[src/rtl/mem_pkg.sv]
// Shared types for the load/store unit: size encodings, FSM states and the
// alignment check used at request accept.
package mem_pkg;

  localparam logic [1:0] SZ_BYTE = 2'b00;
  localparam logic [1:0] SZ_HALF = 2'b01;
  localparam logic [1:0] SZ_WORD = 2'b10;
  localparam logic [1:0] SZ_RSVD = 2'b11;

  typedef enum logic [1:0] {
    ST_IDLE  = 2'd0,
    ST_READ  = 2'd1,
    ST_WRITE = 2'd2,
    ST_RESP  = 2'd3
  } state_e;

  // Halfwords need an even address, words a multiple of four.
  function automatic logic is_misaligned(input logic [1:0] size, input logic [1:0] addr_lo);
    logic r;
    r = 1'b0;
    if (size == SZ_HALF) begin
      r = addr_lo[0];
    end else if (size == SZ_WORD) begin
      r = |addr_lo;
    end
    return r;
  endfunction

endpackage

[src/rtl/mem_lane_fmt.sv]
// Big-endian lane logic: extracts/extends a load lane from a word and merges
// sub-word store data into a word.
module mem_lane_fmt
  import mem_pkg::*;
(
  input  logic [31:0] i_word,
  input  logic [1:0]  i_offset,
  input  logic [1:0]  i_size,
  input  logic        i_unsigned,
  input  logic [15:0] i_wdata,
  output logic [31:0] o_load,
  output logic [31:0] o_merged
);

  logic [4:0]  w_byte_sh;
  logic [4:0]  w_half_sh;
  logic [7:0]  w_byte;
  logic [15:0] w_half;

  // Offset 0 is the most significant lane, so the shift is (3 - offset) lanes.
  assign w_byte_sh = {~i_offset, 3'b000};
  assign w_half_sh = {~i_offset[1], 4'b0000};
  assign w_byte    = 8'(i_word >> w_byte_sh);
  assign w_half    = 16'(i_word >> w_half_sh);

  always_comb begin
    o_load   = i_word;
    o_merged = i_word;
    case (i_size)
      SZ_BYTE: begin
        o_load   = i_unsigned ? {24'h0, w_byte} : {{24{w_byte[7]}}, w_byte};
        o_merged = (i_word & ~(32'h0000_00FF << w_byte_sh)) |
                   (32'(i_wdata[7:0]) << w_byte_sh);
      end
      SZ_HALF: begin
        o_load   = i_unsigned ? {16'h0, w_half} : {{16{w_half[15]}}, w_half};
        o_merged = (i_word & ~(32'h0000_FFFF << w_half_sh)) |
                   (32'(i_wdata) << w_half_sh);
      end
      default: ;
    endcase
  end

endmodule

[src/rtl/mem_access_unit.sv]
// Load/store initiator: one request at a time, drives the big-endian word
// port of the data memory, read-modify-write for sub-word stores.
module mem_access_unit
  import mem_pkg::*;
#(
  parameter int unsigned MEM_BYTES = 128
) (
  input  logic        clk,
  input  logic        rst_n,
  input  logic        req_valid,
  output logic        req_ready,
  input  logic        req_write,
  input  logic [1:0]  req_size,
  input  logic        req_unsigned,
  input  logic [31:0] req_addr,
  input  logic [31:0] req_wdata,
  output logic        resp_valid,
  input  logic        resp_ready,
  output logic [31:0] resp_rdata,
  output logic        resp_err,
  output logic [31:0] MemAddr,
  output logic [31:0] MemWriteData,
  output logic        MemWrite,
  output logic        MemRead,
  input  logic [31:0] MemReadData
);

  state_e      r_state;
  logic        r_write;
  logic [1:0]  r_size;
  logic [1:0]  r_offset;
  logic        r_unsigned;
  logic [31:0] r_aligned;
  logic [15:0] r_wdata;
  logic [31:0] r_rbuf;

  logic        r_req_ready;
  logic        r_resp_valid;
  logic [31:0] r_resp_rdata;
  logic        r_resp_err;
  logic [31:0] r_mem_addr;
  logic [31:0] r_mem_wdata;
  logic        r_mem_write;
  logic        r_mem_read;

  logic [31:0] w_aligned;
  logic        w_req_err;
  logic [31:0] w_fmt_word;
  logic [31:0] w_load;
  logic [31:0] w_merged;

  assign w_aligned = {req_addr[31:2], 2'b00};
  assign w_req_err = (req_size == SZ_RSVD) ||
                     is_misaligned(req_size, req_addr[1:0]) ||
                     (w_aligned + 32'd3 >= 32'(MEM_BYTES));

  // Lane logic sees the live DM word during READ; rbuf holds it afterwards.
  assign w_fmt_word = (r_state == ST_READ) ? MemReadData : r_rbuf;

  mem_lane_fmt u_fmt (
    .i_word     (w_fmt_word),
    .i_offset   (r_offset),
    .i_size     (r_size),
    .i_unsigned (r_unsigned),
    .i_wdata    (r_wdata),
    .o_load     (w_load),
    .o_merged   (w_merged)
  );

  always_ff @(posedge clk) begin
    if (!rst_n) begin
      r_state      <= ST_IDLE;
      r_write      <= 1'b0;
      r_size       <= 2'b00;
      r_offset     <= 2'b00;
      r_unsigned   <= 1'b0;
      r_aligned    <= 32'h0;
      r_wdata      <= 16'h0;
      r_rbuf       <= 32'h0;
      r_req_ready  <= 1'b0;
      r_resp_valid <= 1'b0;
      r_resp_rdata <= 32'h0;
      r_resp_err   <= 1'b0;
      r_mem_addr   <= 32'h0;
      r_mem_wdata  <= 32'h0;
      r_mem_write  <= 1'b0;
      r_mem_read   <= 1'b0;
    end else begin
      r_mem_addr  <= 32'h0;
      r_mem_wdata <= 32'h0;
      r_mem_write <= 1'b0;
      r_mem_read  <= 1'b0;
      case (r_state)
        ST_IDLE: begin
          if (req_valid && r_req_ready) begin
            r_write     <= req_write;
            r_size      <= req_size;
            r_offset    <= req_addr[1:0];
            r_unsigned  <= req_unsigned;
            r_aligned   <= w_aligned;
            r_wdata     <= req_wdata[15:0];
            r_req_ready <= 1'b0;
            if (w_req_err) begin
              r_state      <= ST_RESP;
              r_resp_valid <= 1'b1;
              r_resp_err   <= 1'b1;
              r_resp_rdata <= 32'h0;
            end else if (!req_write || (req_size != SZ_WORD)) begin
              r_state    <= ST_READ;
              r_mem_read <= 1'b1;
              r_mem_addr <= w_aligned;
            end else begin
              r_state     <= ST_WRITE;
              r_mem_write <= 1'b1;
              r_mem_addr  <= w_aligned;
              r_mem_wdata <= req_wdata;
            end
          end else begin
            r_req_ready <= 1'b1;
          end
        end
        ST_READ: begin
          r_rbuf <= MemReadData;
          if (r_write) begin
            r_state     <= ST_WRITE;
            r_mem_write <= 1'b1;
            r_mem_addr  <= r_aligned;
            r_mem_wdata <= w_merged;
          end else begin
            r_state      <= ST_RESP;
            r_resp_valid <= 1'b1;
            r_resp_err   <= 1'b0;
            r_resp_rdata <= w_load;
          end
        end
        ST_WRITE: begin
          r_state      <= ST_RESP;
          r_resp_valid <= 1'b1;
          r_resp_err   <= 1'b0;
          r_resp_rdata <= 32'h0;
        end
        ST_RESP: begin
          if (resp_ready) begin
            r_state      <= ST_IDLE;
            r_resp_valid <= 1'b0;
            r_resp_err   <= 1'b0;
            r_resp_rdata <= 32'h0;
            r_req_ready  <= 1'b1;
          end
        end
        default: r_state <= ST_IDLE;
      endcase
    end
  end

  assign req_ready    = r_req_ready;
  assign resp_valid   = r_resp_valid;
  assign resp_rdata   = r_resp_rdata;
  assign resp_err     = r_resp_err;
  assign MemAddr      = r_mem_addr;
  assign MemWriteData = r_mem_wdata;
  assign MemWrite     = r_mem_write;
  assign MemRead      = r_mem_read;

endmodule
[config.mk]
export PLATFORM = sky130hd
export DESIGN_NAME = mem_access_unit
export DESIGN_NICKNAME = d
export VERILOG_FILES = /design/src/rtl/mem_pkg.sv /design/src/rtl/mem_lane_fmt.sv /design/src/rtl/mem_access_unit.sv
export SDC_FILE = /design/constraint.sdc
export NUM_CORES = 1
export LEC_CHECK = 0
export CAP_MARGIN = 15
export CORE_UTILIZATION = 49
export DETAILED_ROUTE_END_ITERATION = 8
export PLACE_DENSITY = 0.82
export SYNTH_ARGS = -nofsm -noshare
export SYNTH_HDL_FRONTEND = slang
export SYNTH_HIERARCHICAL = 1
export SYNTH_SLANG_ARGS = --single-unit
export TNS_END_PERCENT = 30
[constraint.sdc]
create_clock -name clk -period 3.05 [get_ports clk]
set_input_delay 0.4575 -clock clk [delete_from_list [all_inputs] [get_ports clk]]
set_output_delay 0.4575 -clock clk [all_outputs]
set_load 0.05 [all_outputs]
==> results.cfg, run 1 <==
[hold_path]
hp-class = primary input to register
whs_endpoint = r_wdata[4]
hold_depth = 2
hold_start = rst_n

[cts]
numCtsBuffers = 17
clkTransAtPathRegs_ns = 0.07
cts_resized = 0
ctsHtreeMaxLevel = 4
clock-sinks = 185
cts_tree = built
cts_max_path_buffers = 2
post_cts.repair.setup_buffers = 0
clk_latency_ns = 0.43
cts_hold_buf = 0
cts_root_buf = clkbuf_16

[critical_path]
reg2reg_from = r_state[1]
path_cells = inv_1 -> ha_1 -> buf_12 -> mux2_2 -> mux2_4 -> a31oi_4 -> o22ai_1 -> a22o_1
ff2ff_setup_slack_ns = 0.38
cp_data_arrival_time_ns = 3.00
rr_endpoint = resp_rdata[31]
critPathSlowestCell = a31oi_4
critical_path.top_delay_family = compound AO/OA/AOI/OAI gates
crit_path_max_fanout = 17
r2r_cells = 8
endpoint_kind = register
crit_path_start_kind = register
cp_data_required_time_ns = 3.38
cpPeakStageDelay_ns = 0.45
cp-startpoint = r_state[1]
crit_buf_inv = 2
criticalPathCategory = register to register

[logic_synthesis]
synth_compound_area_share_pct = 20.7
ys.flop_type = dfxtp_1
synthTopCellsByArea = dfxtp_1 46%, mux2_2 7.0%, a22o_1 7.0%, nand2_1 6.1%, a21boi_0 4.8%
synth-xor-area-share_pct = 0
synthCells = 822
ys_ff_latch = 185
synth_top_family_by_area = compound AO/OA/AOI/OAI gates
ys_warn_count = 6
synth-edff-count = 0
synthAdderAreaFrac_pct = 0.621
synthDistinctLibCells = 60
ys_seq_area_share_pct = 45.9
yosysTopAreaCell = dfxtp_1
async_flop_share_pct = 0
netlist_area_mm2 = 0.00806
avgSynthCellArea_um2 = 9.81
synth.area.mux_share_pct = 10.7
synth_simple_gate_area_share_pct = 17.4
synth_top_area_share_pct = 45.9

[layout]
n_fill_cell = 1229
instances_no_fill = 1224
utilization_pct = 67.3
final_area_mm2 = 0.0107
layout-drive-gt1-share_pct = 12.2
fin_nets = 1101
area_delta_synth_final_pct = 33.1

[sta]
hold_viol = 0
relSlewSlack_pct = 43.0
min_period_ns = 2.67
worst_pin_slew_ns = 0.853
drv_slew = 0
fin_worst_skew_ns = 0.00941
fin_crit_sh_pct = 87.7
finalSetupViolations = 0
fin_ws_ns = 0.375
tns_ns = 0
fmax_mhz = 374
rsz0062_at_grt = no

[pwr]
p_sw_share_pct = 34.9
p_clk_share_pct = 28.9
vdd_drop_max_mv = 0.456
pwr-share-seq_pct = 38.6
leakage_nw = 4.03
p_int_mw = 4.69
switchingPower_mw = 2.51
share_comb_of_total_power_pct = 32.5
power_per_cell_area_mw_per_mm2 = 671

[placement]
dp_hpwl_mm = 16.3
io_buffers = 202
pre_cts_slack_ns = 0.377
place_area_mm2 = 0.0102
placedCellCount = 1190
globalplace.congestion = 0.886

[routing]
drc = 0
finalWirelength_mm = 22.8
drtIter0Drc = 551
drtAntennaViolNets = 0
firstDrtPassIters = 5
wire_per_inst_um = 18.6
vias_per_cell = 5.66
vias = 6923

[die]
core_area_mm2 = 0.0159
die_w_um = 130
io_pins = 205
start_util_pct = 50.6
die-area_mm2 = 0.0170
die_height_um = 130
row_count = 46

[grt]
grt_pass1_vias = 6598
antenna_found_initial = 1
grt_start_max_net_pins = 77
grt_overflow = 0
grt_pass1_wl_mm = 35.0
grt_use_total_pct = 27.3

[flow_run]
maxCapViolCount = 0

[status]
status = complete, no violations
-- through the flow --
stage	hold slack, ns	power, mW
finish	0.451	7.20
global route	0.467	7.49
CTS	0.437	7.19
detailed placement	0.441	5.13
global placement	0.432	5.08
floorplan	0.430	4.40
-- area by class of cell --
| class | count | area (um^2) | share of cell area (%) |
|---|---|---|---|
| multi-input combinational | 563 | 4010 | 37.4 |
| antenna | 2 | 5.00 | 0.0466 |
| tap | 216 | 270 | 2.52 |
| inverter | 7 | 26.3 | 0.245 |
| sequential | 185 | 3700 | 34.5 |
| clock inverter | 13 | 115 | 1.07 |
| clock buffer | 19 | 443 | 4.13 |
| timing repair buffer | 219 | 2160 | 20.1 |
-- cells in the final DEF, fill, tap and decap left out, drive strengths merged, types with 7 or more instances in the layout --
cell           count
clkbuf            19
inv               11
a211oi            14
mux2              51
nand2            130
a22o              64
nand4              7
and2              60
a21oi             10
mux2i             14
o22ai             17
clkinv             7
buf               18
a22oi             14
nor2b             20
nor2              30
o32ai             11
a21boi            52
clkdlybuf4s50    201
o221ai             8
dfxtp            185
-- power by group through the flow --
stage / clock network (mW) / logic (mW) / registers [mW]
floorplan: 0 / 1.47 / 2.93
global placement: 0 / 2.27 / 2.82
detailed placement: 0 / 2.30 / 2.83
CTS: 2.11 / 2.31 / 2.77
global route: 2.20 / 2.49 / 2.80
finish: 2.08 / 2.34 / 2.77
-- registers in the layout (all words and copies together) (netlist names) --
| register | cells |
|---|---|
| r_state | 2 |
| r_wdata | 16 |
| r_size | 2 |
| MemAddr | 30 |
| r_rbuf | 32 |
| req_ready | 1 |
| r_offset | 2 |
| MemWrite | 1 |
| r_aligned | 30 |
| r_unsigned | 1 |
| resp_err | 1 |
| resp_rdata | 32 |
| r_write | 1 |
| MemRead | 1 |
| MemWriteData | 32 |
| resp_valid | 1 |
-- cells in the mapped netlist, types with 5 or more instances --
library cell / n
a22o_1: 64
clkbuf_1: 34
o22ai_1: 17
nand4_1: 7
a21boi_0: 52
a22oi_1: 13
nor2b_1: 20
a211oi_1: 14
a21oi_1: 10
o21ai_0: 5
mux2_2: 50
nor2_1: 27
mux2i_1: 14
buf_2: 11
dfxtp_1: 185
inv_1: 6
and2_1: 60
nand2_1: 130
buf_4: 14
buf_1: 6
o221ai_1: 8
o32ai_1: 11
-- cell families (layout without fill, tap and decap cells) --
group,after synthesis,count (layout)
AND/OR/NAND/NOR,275,275
other,1,4
multiplexers,71,71
AO/OA/AOI/OAI,211,211
flip-flops,185,185
adder cells (fa/ha/maj),4,4
buffers and inverters,75,258
-- worst max-delay path by stage --
stage | endpoint | depth (start not counted)
CTS | resp_rdata[13] | 9
global route | resp_rdata[15] | 9
finish | resp_rdata[31] | 8
floorplan | resp_rdata[11] | 10
global placement | resp_rdata[29] | 6
detailed placement | resp_rdata[9] | 7
-- routing by layer --
metal	GRT usage (%)	up-vias	wire length (um)
li1	-	3286	-
met1	34.4	3193	9390
met2	42.6	366	10200
met3	8.08	78	2230
met4	13.7	0	949
met5	0	-	0
No activity file was read; power rests on OpenSTA's default activity.
==> inputs of run 2 (changes only) <==
--- a/config.mk
+++ b/config.mk
@@ -9,6 +9,8 @@
 export CORE_UTILIZATION = 49
 export DETAILED_ROUTE_END_ITERATION = 8
 export PLACE_DENSITY = 0.82
+export RECOVER_POWER = 50
+export SLEW_MARGIN = 5
 export SYNTH_ARGS = -nofsm -noshare
 export SYNTH_HDL_FRONTEND = slang
 export SYNTH_HIERARCHICAL = 1
==> results.cfg, run 2 (synthesis gave the netlist of run 1 again) <==
[layout]
layout-drive-gt1-share_pct = 8.95
layout_common_cells = 185 x dfxtp_1, 130 x nand2_1, 112 x clkdlybuf4s50_1, 89 x dlygate4sd3_1, 64 x a22o_1
instances_no_fill = 1224
utilization_pct = 67.2
area_delta_synth_final_pct = 32.9
final_area_mm2 = 0.0107
fin_nets = 1101
n_fill_cell = 1234
seqCellArea_mm2 = 0.00370
final_common_cell = dfxtp_1
multiInputGateArea_mm2 = 0.00400

[routing]
finalWirelength_mm = 22.8
wire_per_inst_um = 18.6
firstDrtPassIters = 5
vias = 6946
vias_per_cell = 5.67
drtAntennaViolNets = 0
drc = 0
drtIter0Drc = 580

[pwr]
power_mw = 7.14
pwr-share-seq_pct = 38.8
power_per_cell_area_mw_per_mm2 = 666
switchingPower_mw = 2.51
leakage_nw = 4.36
vdd_drop_max_mv = 0.455
p_int_mw = 4.62
p_sw_share_pct = 35.2
share_comb_of_total_power_pct = 32.0
p_clk_share_pct = 29.2

[cts]
ctsHtreeMaxLevel = 4
numCtsBuffers = 17
cts_root_buf = clkbuf_16
cts_hold_buf = 0
clock-sinks = 185
clk_latency_ns = 0.44
post_cts.repair.setup_buffers = 0
cts_max_path_buffers = 2
cts_tree = built
cts_resized = 0
clkTransAtPathRegs_ns = 0.07

[flow_run]
maxCapViolCount = 0

[grt]
grt_start_max_net_pins = 77
grt_pass1_wl_mm = 35.0
antenna_found_initial = 1
grt_pass1_vias = 6598
grt_use_total_pct = 27.3
grt_overflow = 0

[critical_path]
cp-startpoint = r_state[1]
ff2ff_setup_slack_ns = 0.31
crit_path_start_kind = register
cp_data_required_time_ns = 3.38
rr_endpoint = resp_rdata[31]
cp_data_arrival_time_ns = 3.06
reg2reg_from = r_state[1]
criticalPathCategory = register to register
endpoint_kind = register
crit_end = resp_rdata[31]
crit_path_max_fanout = 17
r2r_cells = 8

[placement]
pre_cts_slack_ns = 0.377
globalplace.congestion = 0.886
placedCellCount = 1190
io_buffers = 202
dp_hpwl_mm = 16.3
place_area_mm2 = 0.0102

[sta]
hold_viol = 0
fin_crit_sh_pct = 89.7
min_period_ns = 2.74
fin_worst_skew_ns = 0.0108
worst_pin_slew_ns = 1.18
fin_ws_ns = 0.314
tns_ns = 0
drv_slew = 0
relSlewSlack_pct = 21.6
finalSetupViolations = 0
rsz0062_at_grt = no
fmax_mhz = 365
worst_hold_slack_ns = 0.450

[die]
io_pins = 205
die_w_um = 130
start_util_pct = 50.6
die_height_um = 130
core_area_mm2 = 0.0159
die-area_mm2 = 0.0170
row_count = 46

[hold_path]
hp-class = primary input to register
hold_start = rst_n

[status]
status = complete, no violations
run 2: worst min path at each step:
stage / end / cells past startpoint / slack [ns]
2_1_floorplan: MemAddr[10] / 1 / 0.43
3_5_place_dp: MemAddr[26] / 1 / 0.44
3_3_place_gp: MemAddr[26] / 1 / 0.43
5_1_grt: MemAddr[9] / 1 / 0.47
6_report: r_wdata[2] / 2 / 0.45
4_1_cts: r_wdata[2] / 2 / 0.44
run 2: power groups by stage:
stage | clock network, mW | logic, mW | registers (mW)
floorplan | 0 | 1.47 | 2.93
global placement | 0 | 2.27 | 2.82
detailed placement | 0 | 2.30 | 2.83
CTS | 2.11 | 2.31 | 2.77
global route | 2.20 | 2.44 | 2.79
finish | 2.08 | 2.29 | 2.77
run 2: per-layer routing:
layer / wire (um) / vias up / global-route usage (%)
li1: - / 3286 / -
met1: 9320 / 3205 / 34.4
met2: 10200 / 376 / 42.6
met3: 2300 / 79 / 8.08
met4: 922 / 0 / 13.7
met5: 0 / - / 0
run 2: layout make-up:
type | count | share of cell area, %
multi-input cells | 563 | 37.3
flip-flops and latches | 185 | 34.6
repair buffers | 219 | 20.1
clock buffers | 19 | 4.13
well taps | 216 | 2.52
clock inverters | 13 | 1.07
inverters | 7 | 0.245
diodes | 2 | 0.0467
run 2: critical path: stages (launching register included):
cell	delay [ns]
dfxtp_1	0.34
inv_1	0.08
ha_1	0.30
buf_12	0.20
mux2_1	0.48
mux2_4	0.36
a31oi_4	0.45
o22ai_1	0.19
a22o_1	0.23
